$ cat src/rtl/pc_seq_pkg.sv
// pc_seq_pkg
//   Shared types and default constants for the fetch-stage program counter.
//   - pc_state_e    : sequencer state (normal run, interrupt entry, in ISR)
//   - DEF_RESET_VEC : default PC after reset
//   - DEF_INT_VEC   : default interrupt entry PC
package pc_seq_pkg;

  typedef enum logic [1:0] {
    ST_RUN       = 2'd0,
    ST_INT_ENTRY = 2'd1,
    ST_ISR       = 2'd2
  } pc_state_e;

  localparam logic [31:0] DEF_RESET_VEC = 32'h0000_0020;
  localparam logic [31:0] DEF_INT_VEC   = 32'h0000_0000;

endpackage

$ cat src/rtl/return_stack.sv
// return_stack
//   Circular hardware return-address stack with a top pointer and a count.
//   A push when full overwrites the oldest entry and sets a sticky overflow
//   flag; a pop when empty is ignored. Push has precedence if both are high
//   (the parent never asserts both).
// Ports:
//   clk, reset        : clock, synchronous active-high reset
//   push, pop         : stack operations
//   push_data         : value written on push
//   top_data          : most recently pushed live entry (undefined when empty)
//   empty             : count == 0
//   overflow_sticky   : set when a push dropped an entry; cleared by reset
module return_stack #(
  parameter int PC_W      = 32,
  parameter int RAS_DEPTH = 4
) (
  input  logic            clk,
  input  logic            reset,
  input  logic            push,
  input  logic            pop,
  input  logic [PC_W-1:0] push_data,
  output logic [PC_W-1:0] top_data,
  output logic            empty,
  output logic            overflow_sticky
);

  localparam int PTR_W = (RAS_DEPTH > 1) ? $clog2(RAS_DEPTH) : 1;
  localparam int CNT_W = PTR_W + 1;
  localparam logic [CNT_W-1:0] FULL = CNT_W'(RAS_DEPTH);

  logic [PC_W-1:0]  r_mem [RAS_DEPTH];
  logic [PTR_W-1:0] r_top;
  logic [CNT_W-1:0] r_count;
  logic             r_overflow;
  logic [PTR_W-1:0] w_next_top;

  // With RAS_DEPTH a power of two, the pointer wraps naturally; when the
  // stack is full the slot after the top is the oldest entry.
  assign w_next_top = r_top + PTR_W'(1);

  // Storage needs no reset: count alone decides which entries are live.
  always_ff @(posedge clk) begin
    if (push) begin
      r_mem[w_next_top] <= push_data;
    end
  end

  always_ff @(posedge clk) begin
    if (reset) begin
      r_top      <= '0;
      r_count    <= '0;
      r_overflow <= 1'b0;
    end else if (push) begin
      r_top <= w_next_top;
      if (r_count == FULL) begin
        r_overflow <= 1'b1;
      end else begin
        r_count <= r_count + CNT_W'(1);
      end
    end else if (pop && (r_count != '0)) begin
      r_top   <= r_top - PTR_W'(1);
      r_count <= r_count - CNT_W'(1);
    end
  end

  assign top_data        = r_mem[r_top];
  assign empty           = (r_count == '0);
  assign overflow_sticky = r_overflow;

endmodule

$ cat src/rtl/pc_sequencer.sv
// pc_sequencer
//   Fetch-stage program counter with a pending-interrupt latch, a two-step
//   interrupt entry (RUN -> INT_ENTRY -> ISR), a return-address stack for
//   call/ret/reti, and a memory-stage redirect that overrides stall.
// Ports:
//   clk, reset                   : clock, synchronous active-high reset
//   stall                        : hold PC
//   int_req                      : level interrupt request, latched as pending
//   mem_redirect, mem_target     : highest-priority redirect (beats stall)
//   branch_taken, branch_target  : branch/jump redirect
//   call                         : with branch_taken, push pc+STEP
//   ret, reti                    : pop RAS and jump (reti also leaves ISR)
//   ret_fallback                 : jump target when the RAS is empty
//   pc, pc_valid                 : fetch address and its validity
//   in_isr, int_pending          : interrupt status
//   ras_empty, ras_overflow      : RAS status
//   dbg_state                    : current sequencer state
//
// Handshake: there is no valid/ready pairing here; every input is sampled
// on each rising edge and all PC/state outputs are registered, so a change
// is visible one cycle after the edge that sampled the cause.
module pc_sequencer
  import pc_seq_pkg::*;
#(
  parameter int              PC_W      = 32,
  parameter int              STEP      = 1,
  parameter logic [PC_W-1:0] RESET_VEC = PC_W'(DEF_RESET_VEC),
  parameter logic [PC_W-1:0] INT_VEC   = PC_W'(DEF_INT_VEC),
  parameter int              RAS_DEPTH = 4
) (
  input  logic            clk,
  input  logic            reset,
  input  logic            stall,
  input  logic            int_req,
  input  logic            mem_redirect,
  input  logic [PC_W-1:0] mem_target,
  input  logic            branch_taken,
  input  logic [PC_W-1:0] branch_target,
  input  logic            call,
  input  logic            ret,
  input  logic            reti,
  input  logic [PC_W-1:0] ret_fallback,
  output logic [PC_W-1:0] pc,
  output logic            pc_valid,
  output logic            in_isr,
  output logic            int_pending,
  output logic            ras_empty,
  output logic            ras_overflow,
  output pc_state_e       dbg_state
);

  localparam logic [PC_W-1:0] STEP_V = PC_W'(STEP);

  pc_state_e       r_state;
  logic [PC_W-1:0] r_pc;
  logic            r_pc_valid;
  logic            r_in_isr;
  logic            r_pending;

  logic            w_take;
  logic            w_push;
  logic            w_pop;
  logic [PC_W-1:0] w_push_data;
  logic [PC_W-1:0] w_top_data;
  logic            w_ras_empty;
  logic            w_ras_overflow;
  logic [PC_W-1:0] w_ret_target;

  // RAS side effects follow the same priority chain as the PC mux below so
  // that only the branch actually taken can push or pop.
  always_comb begin
    w_take      = 1'b0;
    w_push      = 1'b0;
    w_pop       = 1'b0;
    w_push_data = r_pc;
    if (!mem_redirect) begin
      if ((r_state == ST_RUN) && r_pending && !stall) begin
        w_take      = 1'b1;
        w_push      = 1'b1;
        w_push_data = r_pc;
      end else if ((r_state != ST_INT_ENTRY) && !stall) begin
        if (ret || reti) begin
          w_pop = 1'b1;
        end else if (branch_taken && call) begin
          w_push      = 1'b1;
          w_push_data = r_pc + STEP_V;
        end
      end
    end
  end

  assign w_ret_target = w_ras_empty ? ret_fallback : w_top_data;

  always_ff @(posedge clk) begin
    if (reset) begin
      r_state    <= ST_RUN;
      r_pc       <= RESET_VEC;
      r_pc_valid <= 1'b1;
      r_in_isr   <= 1'b0;
      r_pending  <= 1'b0;
    end else begin
      // A new request on the take cycle re-arms the latch.
      r_pending <= int_req | (r_pending & ~w_take);

      if (mem_redirect) begin
        // Cancels an in-flight entry; the interrupt stays pending.
        r_pc       <= mem_target;
        r_pc_valid <= 1'b1;
        if (r_state == ST_INT_ENTRY) begin
          r_state  <= ST_RUN;
          r_in_isr <= 1'b0;
        end
      end else if (w_take) begin
        r_state    <= ST_INT_ENTRY;
        r_pc_valid <= 1'b0;
      end else if (r_state == ST_INT_ENTRY) begin
        r_pc       <= INT_VEC;
        r_state    <= ST_ISR;
        r_in_isr   <= 1'b1;
        r_pc_valid <= 1'b1;
      end else if (stall) begin
        r_pc <= r_pc;
      end else if (reti && (r_state == ST_ISR)) begin
        r_pc     <= w_ret_target;
        r_state  <= ST_RUN;
        r_in_isr <= 1'b0;
      end else if (ret || reti) begin
        r_pc <= w_ret_target;
      end else if (branch_taken) begin
        r_pc <= branch_target;
      end else begin
        r_pc <= r_pc + STEP_V;
      end
    end
  end

  return_stack #(
    .PC_W      (PC_W),
    .RAS_DEPTH (RAS_DEPTH)
  ) u_ras (
    .clk             (clk),
    .reset           (reset),
    .push            (w_push),
    .pop             (w_pop),
    .push_data       (w_push_data),
    .top_data        (w_top_data),
    .empty           (w_ras_empty),
    .overflow_sticky (w_ras_overflow)
  );

  assign pc           = r_pc;
  assign pc_valid     = r_pc_valid;
  assign in_isr       = r_in_isr;
  assign int_pending  = r_pending;
  assign ras_empty    = w_ras_empty;
  assign ras_overflow = w_ras_overflow;
  assign dbg_state    = r_state;

endmodule

$ cat config.mk
export PLATFORM = sky130hd
export DESIGN_NAME = pc_sequencer
export DESIGN_NICKNAME = d
export VERILOG_FILES = /design/src/rtl/pc_seq_pkg.sv /design/src/rtl/return_stack.sv /design/src/rtl/pc_sequencer.sv
export SDC_FILE = /design/constraint.sdc
export NUM_CORES = 1
export LEC_CHECK = 0
export BUFFER_PORTS_ARGS = -buffer_cell sky130_fd_sc_hd__clkbuf_2
export CAP_MARGIN = 20
export CORE_AREA = 2 2 128 130
export DETAILED_ROUTE_END_ITERATION = 8
export DIE_AREA = 0 0 130 132
export GPL_ROUTABILITY_DRIVEN = 0
export PLACE_DENSITY = 0.82
export SYNTH_ARGS = -nofsm -noshare
export SYNTH_HDL_FRONTEND = slang
export SYNTH_SLANG_ARGS = --single-unit
$ cat constraint.sdc
create_clock -name clk -period 2.9 [get_ports clk]
set_input_delay 0.29 -clock clk [delete_from_list [all_inputs] [get_ports clk]]
set_output_delay 0.29 -clock clk [all_outputs]
set_load 0.02 [all_outputs]
==> impl_metrics.ini, run 1 <==
[floorplan]
coreArea_mm2 = 0.01571
io_pins = 144
rows = 46
die_x_um = 130
die-area_mm2 = 0.01716
die_h_um = 132
start_util_pct = 56.56

[drt]
via_count = 7621
ant_nets = 0
wl_per_cell_um = 24.28
drc = 0
drt_iter0_drc = 1121
totalWireLength_um = 27610
vias_per_cell = 6.703
drt_pass1_iterations = 6

[sta]
worst_pin_slew_ns = 0.8101
timing.final.crit_period_ns = 2.707
rsz0062_at_grt = false
fin_crit_sh_pct = 93.36
drv_slew = 0
slew_headroom_pct = 45.49
finalSetupViolCount = 0
finalClockSkew_ns = 0.01091
hold_viol = 0
max_freq_mhz = 369.4
fin_setup_tns_ns = 0

[worst_setup_path]
arrival_ns = 2.93
r2r_start = pc[0]
crit_path_end_kind = register
critical_path_class = register to register
cp_data_required_time_ns = 3.12
r2r_end = u_ras.r_mem[0][12]
cp-start-kind = register
crit_fanout = 9
worstRegToRegCells = 5
r2r_slack_ns = 0.19

[outcome]
outcome = finished, final reports clean

[layout]
syn_to_final_growth_pct = 18.70
fillCellCount = 1156
drive_gt1_share_pct = 29.64
seqCellArea_mm2 = 0.004746
multi_input_area_mm2 = 0.003810
fin_nets = 1019
antenna_cells = 0

[clock_tree]
worstSkewPairLatency_ns = 0.44
numCtsBuffers = 17
clockRootBuffer = clkbuf_16
hold_buffers = 0
clk_path_buf_depth = 2
cts_resized = 0
clock-sinks = 173
clk_pin_slew_ns = 0.07
cts_tree = built
post_cts_buffers = 0
htreeDepth = 4

[synth]
yosysSeqAreaShare_pct = 53.39
synthArstFlopShare_pct = 0
synth_edf_count = 128
ys_ff_latch = 173
synth_cell_types = 76
synth-warning-count = 0
avgSynthCellArea_um2 = 11.60
synth_cells = 766
synth-main-ff-cell = edfxtp_1
netlist_area_mm2 = 0.008887
synth_nets = 877

[hold_path]
worstHoldStart = int_req
hold_path_depth = 3
hold_end = int_pending
min_path_type = primary input to register

[placed_design]
io_buffers = 143
dp_hpwl_um = 18800

[global_route]
antenna_found_initial = 0
grt_max_degree = 44
grt_use_total_pct = 32.49
grt_pass1_vias = 7417
grt_pass1_wl_um = 41570
grt-ovfl-total = 0

[power_and_ir_drop]
leakage_nw = 3.857
p_per_area_mw_per_mm2 = 584.9
total_power_w = 0.006170
peakVddDrop_mv = 0.5601

[job]
maxCapViolCount = 0
[how the worst max path moves through the flow]
| stage | from | end | slack (ns) |
|---|---|---|---|
| floorplan | ret | u_ras.r_mem[0][0] | 0.32 |
| global placement | pc[1] | u_ras.r_mem[1][12] | 0.36 |
| detailed placement | ret | u_ras.r_mem[1][8] | 0.32 |
| CTS | pc[0] | u_ras.r_mem[2][12] | 0.23 |
| global route | pc[0] | u_ras.r_mem[0][12] | 0.06 |
| finish | pc[0] | u_ras.r_mem[0][12] | 0.19 |
[metrics by stage]
step | util (%) | setup slack (ns) | hold slack [ns] | cell area (um2) | cells
4_1_cts | 67.10 | 0.2349 | 0.05579 | 10540 | 1136
6_report | 67.14 | 0.1925 | 0.06502 | 10550 | 1137
3_5_place_dp | 63.31 | 0.3238 | 0.4749 | 9948 | 1104
2_1_floorplan | - | 0.3249 | 0.4074 | 8887 | 766
5_1_grt | 67.14 | 0.06143 | 0.1088 | 10550 | 1137
3_3_place_gp | 63.31 | 0.3647 | 0.4831 | 9948 | 1104
[layout by cell type, fill, tap and decap left out, drive strengths merged, types with 5 or more instances in the layout]
cell and n:
a221oi 11, mux2i 5, a311oi 5, and4 6
o22ai 7, o21ai 17, buf 45, nand2b 7
or3 5, a211oi 13, a22oi 12, and3 6
xor2 8, a21oi 49, clkbuf 170, inv 17
a31oi 5, nand4 22, mux4 32, ha 5
xnor2 35, nand3 35, edfxtp 128, dfxtp 45
and2 5, o221ai 7, nor2 41, nor3 20
nor4 9, nand2 75
[metal layers]
metal  part of all wire, %  vias up  global-route usage (%)
met3                    12      131                   8.726
met4                   5.0        0                   15.29
li1                      -     3257                       -
met2                    47      602                   52.15
met1                    36     3631                   40.94
met5                     0        -                       0
[state kept, by name (all words and copies together) (netlist names), named ones only]
name / flops
int_pending: 1
u_ras.overflow_sticky: 1
u_ras.r_mem: 128
pc_valid: 1
dbg_state: 2
u_ras.r_top: 2
in_isr: 1
pc: 32
u_ras.r_count: 3
[cell families after synthesis]
group | after synthesis | share of synthesized area (%)
DFF | 173 | 53.39
AOI/OAI and AO/OA | 176 | 13.95
muxes | 41 | 9.179
adders and majority gates | 6 | 0.9292
and+or+nand+nor | 246 | 14.44
buffers and inverters | 81 | 3.872
xor gates and xnor gates | 43 | 4.238
[worst max-delay path, cell delays in order, from the launching register on]
cell,delay [ns]
dfxtp_1,0.58
ha_1,0.34
nand3_2,0.21
nor4_1,0.77
nand3_1,0.25
xnor2_1,0.34
[Yosys cell counts, types with 6 or more instances]
cell type  count  area, um2
buf_2         18      90.09
dfxtp_1       45      900.9
nand2_1       75      281.5
and4_1         6      52.55
nand2b_1       7      43.79
mux4_2        32      720.7
o22ai_1        7      43.79
nand4_1       21      131.4
buf_1          7      26.28
clkbuf_1      35      131.4
inv_1         13      48.80
edfxtp_1     128       3844
nand3_1       34      170.2
nor2_1        41      153.9
and3_1         6      37.54
xor2_1         8      70.07
a22oi_1       12      90.09
a221oi_1      11      96.34
xnor2_1       35      306.5
o21ai_0       15      75.07
nor3_1        19      95.09
a21oi_1       49      245.2
a211oi_1      13      97.59
o221ai_1       7      61.31
[area by class of cell]
| cell class | instances | share of cell area, % |
|---|---|---|
| Clock inverter | 6 | 0.4151 |
| Multi-Input combinational cell | 512 | 36.12 |
| Timing Repair Buffer | 189 | 10.15 |
| Tap cell | 216 | 2.562 |
| Clock buffer | 26 | 5.231 |
| Sequential cell | 173 | 44.99 |
| Inverter | 15 | 0.5337 |
[power by group]
group          internal [W]  switching [W]
Combinational      0.000404       0.000618
Clock               0.00132       0.000928
Sequential          0.00277       0.000132
Total               0.00449        0.00168
No activity file was read; power rests on OpenSTA's default activity.
==> inputs of run 2 (changes only) <==
Settings changed: CORE_AREA 2 2 128 130 to 2 2 124 126, DIE_AREA 0 0 130 132 to 0 0 126 128, PLACE_DENSITY 0.82 to 0.86.
Clock period 2.9 ns to 3.3 ns, I/O delays scaled along.
==> run 2 against run 1 <==
Via count grew 0.24%. Die area shrank 6.0%. Critical path depth shrank 1. Wire length shrank 3.3%. First-iteration DRC count grew 7.8%. Clock-buffer cell count shrank 4. Clock power shrank 4%. Largest cell class unchanged.
==> impl_metrics.ini, run 2 (synthesis results as in run 1) <==
[drt]
totalWireLength_um = 26710
drc = 0
vias_per_cell = 7.015
via_count = 7639
wl_per_cell_um = 24.52
drt_pass1_iterations = 6
drt_iter0_drc = 1208
ant_nets = 0

[layout]
largest_register = u_ras.r_mem
largest_reg_flops = 128
final_cell_mix = clkbuf_2, edfxtp_1, nand2_1
fin_nets = 999
final_common_cell = clkbuf_2
drive_gt1_share_pct = 28.19
layout.cells.non_filler = 1089
syn_to_final_growth_pct = 17.16
antenna_cells = 0

[power_and_ir_drop]
peakVddDrop_mv = 0.3621
internal_power_w = 0.004111
p_sw_w = 0.001470
clockPowerShare_pct = 38.9
comb_power_share_pct = 15.0
leakage_nw = 3.772
seq_power_share_pct = 46.1
p_sw_share_pct = 26.34
p_per_area_mw_per_mm2 = 536.0
total_power_w = 0.005581

[clock_tree]
numCtsBuffers = 17
htreeDepth = 4
post_cts_buffers = 0
clk_pin_slew_ns = 0.07
clockRootBuffer = clkbuf_16
hold_buffers = 0
cts_resized = 0
clock-sinks = 173
worstSkewPairLatency_ns = 0.43
cts_tree = built
clk_path_buf_depth = 2

[sta]
fin_crit_sh_pct = 81.32
drv_slew = 0
finalClockSkew_ns = 0.008567
hold_ws_ns = 0.1071
rsz0062_at_grt = false
slew_headroom_pct = 28.59
timing.final.crit_period_ns = 2.684
finalSetupViolCount = 0
worst_pin_slew_ns = 1.063
max_freq_mhz = 372.6
hold_viol = 0
fin_setup_tns_ns = 0

[worst_setup_path]
crit_slowest_cell = nor4_1
r2r_start = pc[4]
crit_fanout = 9
arrival_ns = 2.85
cpPeakStageDelay_ns = 0.68
r2r_end = u_ras.r_mem[0][15]
critical_path_class = register to register
crit_path_end_kind = register
path_cells = nand3_1 -> nor4_1 -> nand4_1 -> xnor2_1
cp_data_required_time_ns = 3.47
worstRegToRegCells = 4
cp-start-kind = register
r2r_slack_ns = 0.62

[global_route]
grt_pass1_vias = 7240
grt_pass1_wl_um = 40410
grt-ovfl-total = 0
grt_use_total_pct = 33.38
antenna_found_initial = 0
grt_max_degree = 44

[placed_design]
dp.cells = 1056
dp_hpwl_um = 17710
io_buffers = 143

[hold_path]
hold_end = int_pending
worstHoldStart = int_req
min_path_type = primary input to register
hold_path_depth = 3

[floorplan]
start_util_pct = 59.79
die_h_um = 128
die-area_mm2 = 0.01613
rows = 45
io_pins = 144
die_x_um = 126
coreArea_mm2 = 0.01486

[job]
maxCapViolCount = 0

[outcome]
outcome = finished, final reports clean
==> run 2: area by class of cell <==
type                       count  area [um2]
multi-input combinational    512        3810
fill                        1032        4452
timing repair buffer         169       920.9
clock inverter                10       160.2
inverter                      15       56.30
clock buffer                  22       484.2
sequential                   173        4746
tap                          188       235.2
==> run 2: worst max-delay path: cells and delay by family, from the launching register on <==
kind,cells,cell delay (ns)
flip-flops,1,0.57
XOR/XNOR,1,0.51
AND/OR/NAND/NOR,3,1.33
==> run 2: worst max path at each step <==
| stage | from | to | slack, ns | cells after the start |
|---|---|---|---|---|
| after floorplan | ret | u_ras.r_mem[0][0] | 0.68 | 6 |
| after global placement | reti | u_ras.r_count[2] | 0.66 | 9 |
| after detailed placement | reti | u_ras.r_count[2] | 0.61 | 9 |
| after CTS | pc[4] | u_ras.r_mem[0][15] | 0.73 | 4 |
| after global routing | pc[4] | u_ras.r_mem[0][15] | 0.51 | 4 |
| final | pc[4] | u_ras.r_mem[0][15] | 0.62 | 4 |
==> run 2: per-stage QoR <==
stage / setup WS, ns / instance area, um2 / utilization, %
after floorplan: 0.6849 / 8887 / -
after global placement: 0.6588 / 9763 / 65.68
after detailed placement: 0.6098 / 9763 / 65.68
after CTS: 0.7317 / 10410 / 70.02
after global routing: 0.5057 / 10410 / 70.05
final: 0.6163 / 10410 / 70.05
==> run 2: power by group through the flow <==
| stage | combinational (W) | clock, W | sequential, W |
|---|---|---|---|
| final | 0.000835 | 0.00217 | 0.00257 |
| after global routing | 0.000894 | 0.00227 | 0.00258 |
| after CTS | 0.000821 | 0.00217 | 0.00257 |
| after detailed placement | 0.000810 | 0 | 0.00261 |
| after global placement | 0.000792 | 0 | 0.00261 |
| after floorplan | 0.000534 | 0 | 0.00258 |
==> run 2: routing by layer <==
layer	GRT usage (%)	up-vias	share of wire, %
met5	0	-	0
met4	18.62	0	5.3
met3	7.053	128	12
met2	53.67	659	48
met1	42.63	3641	35
li1	-	3211	-
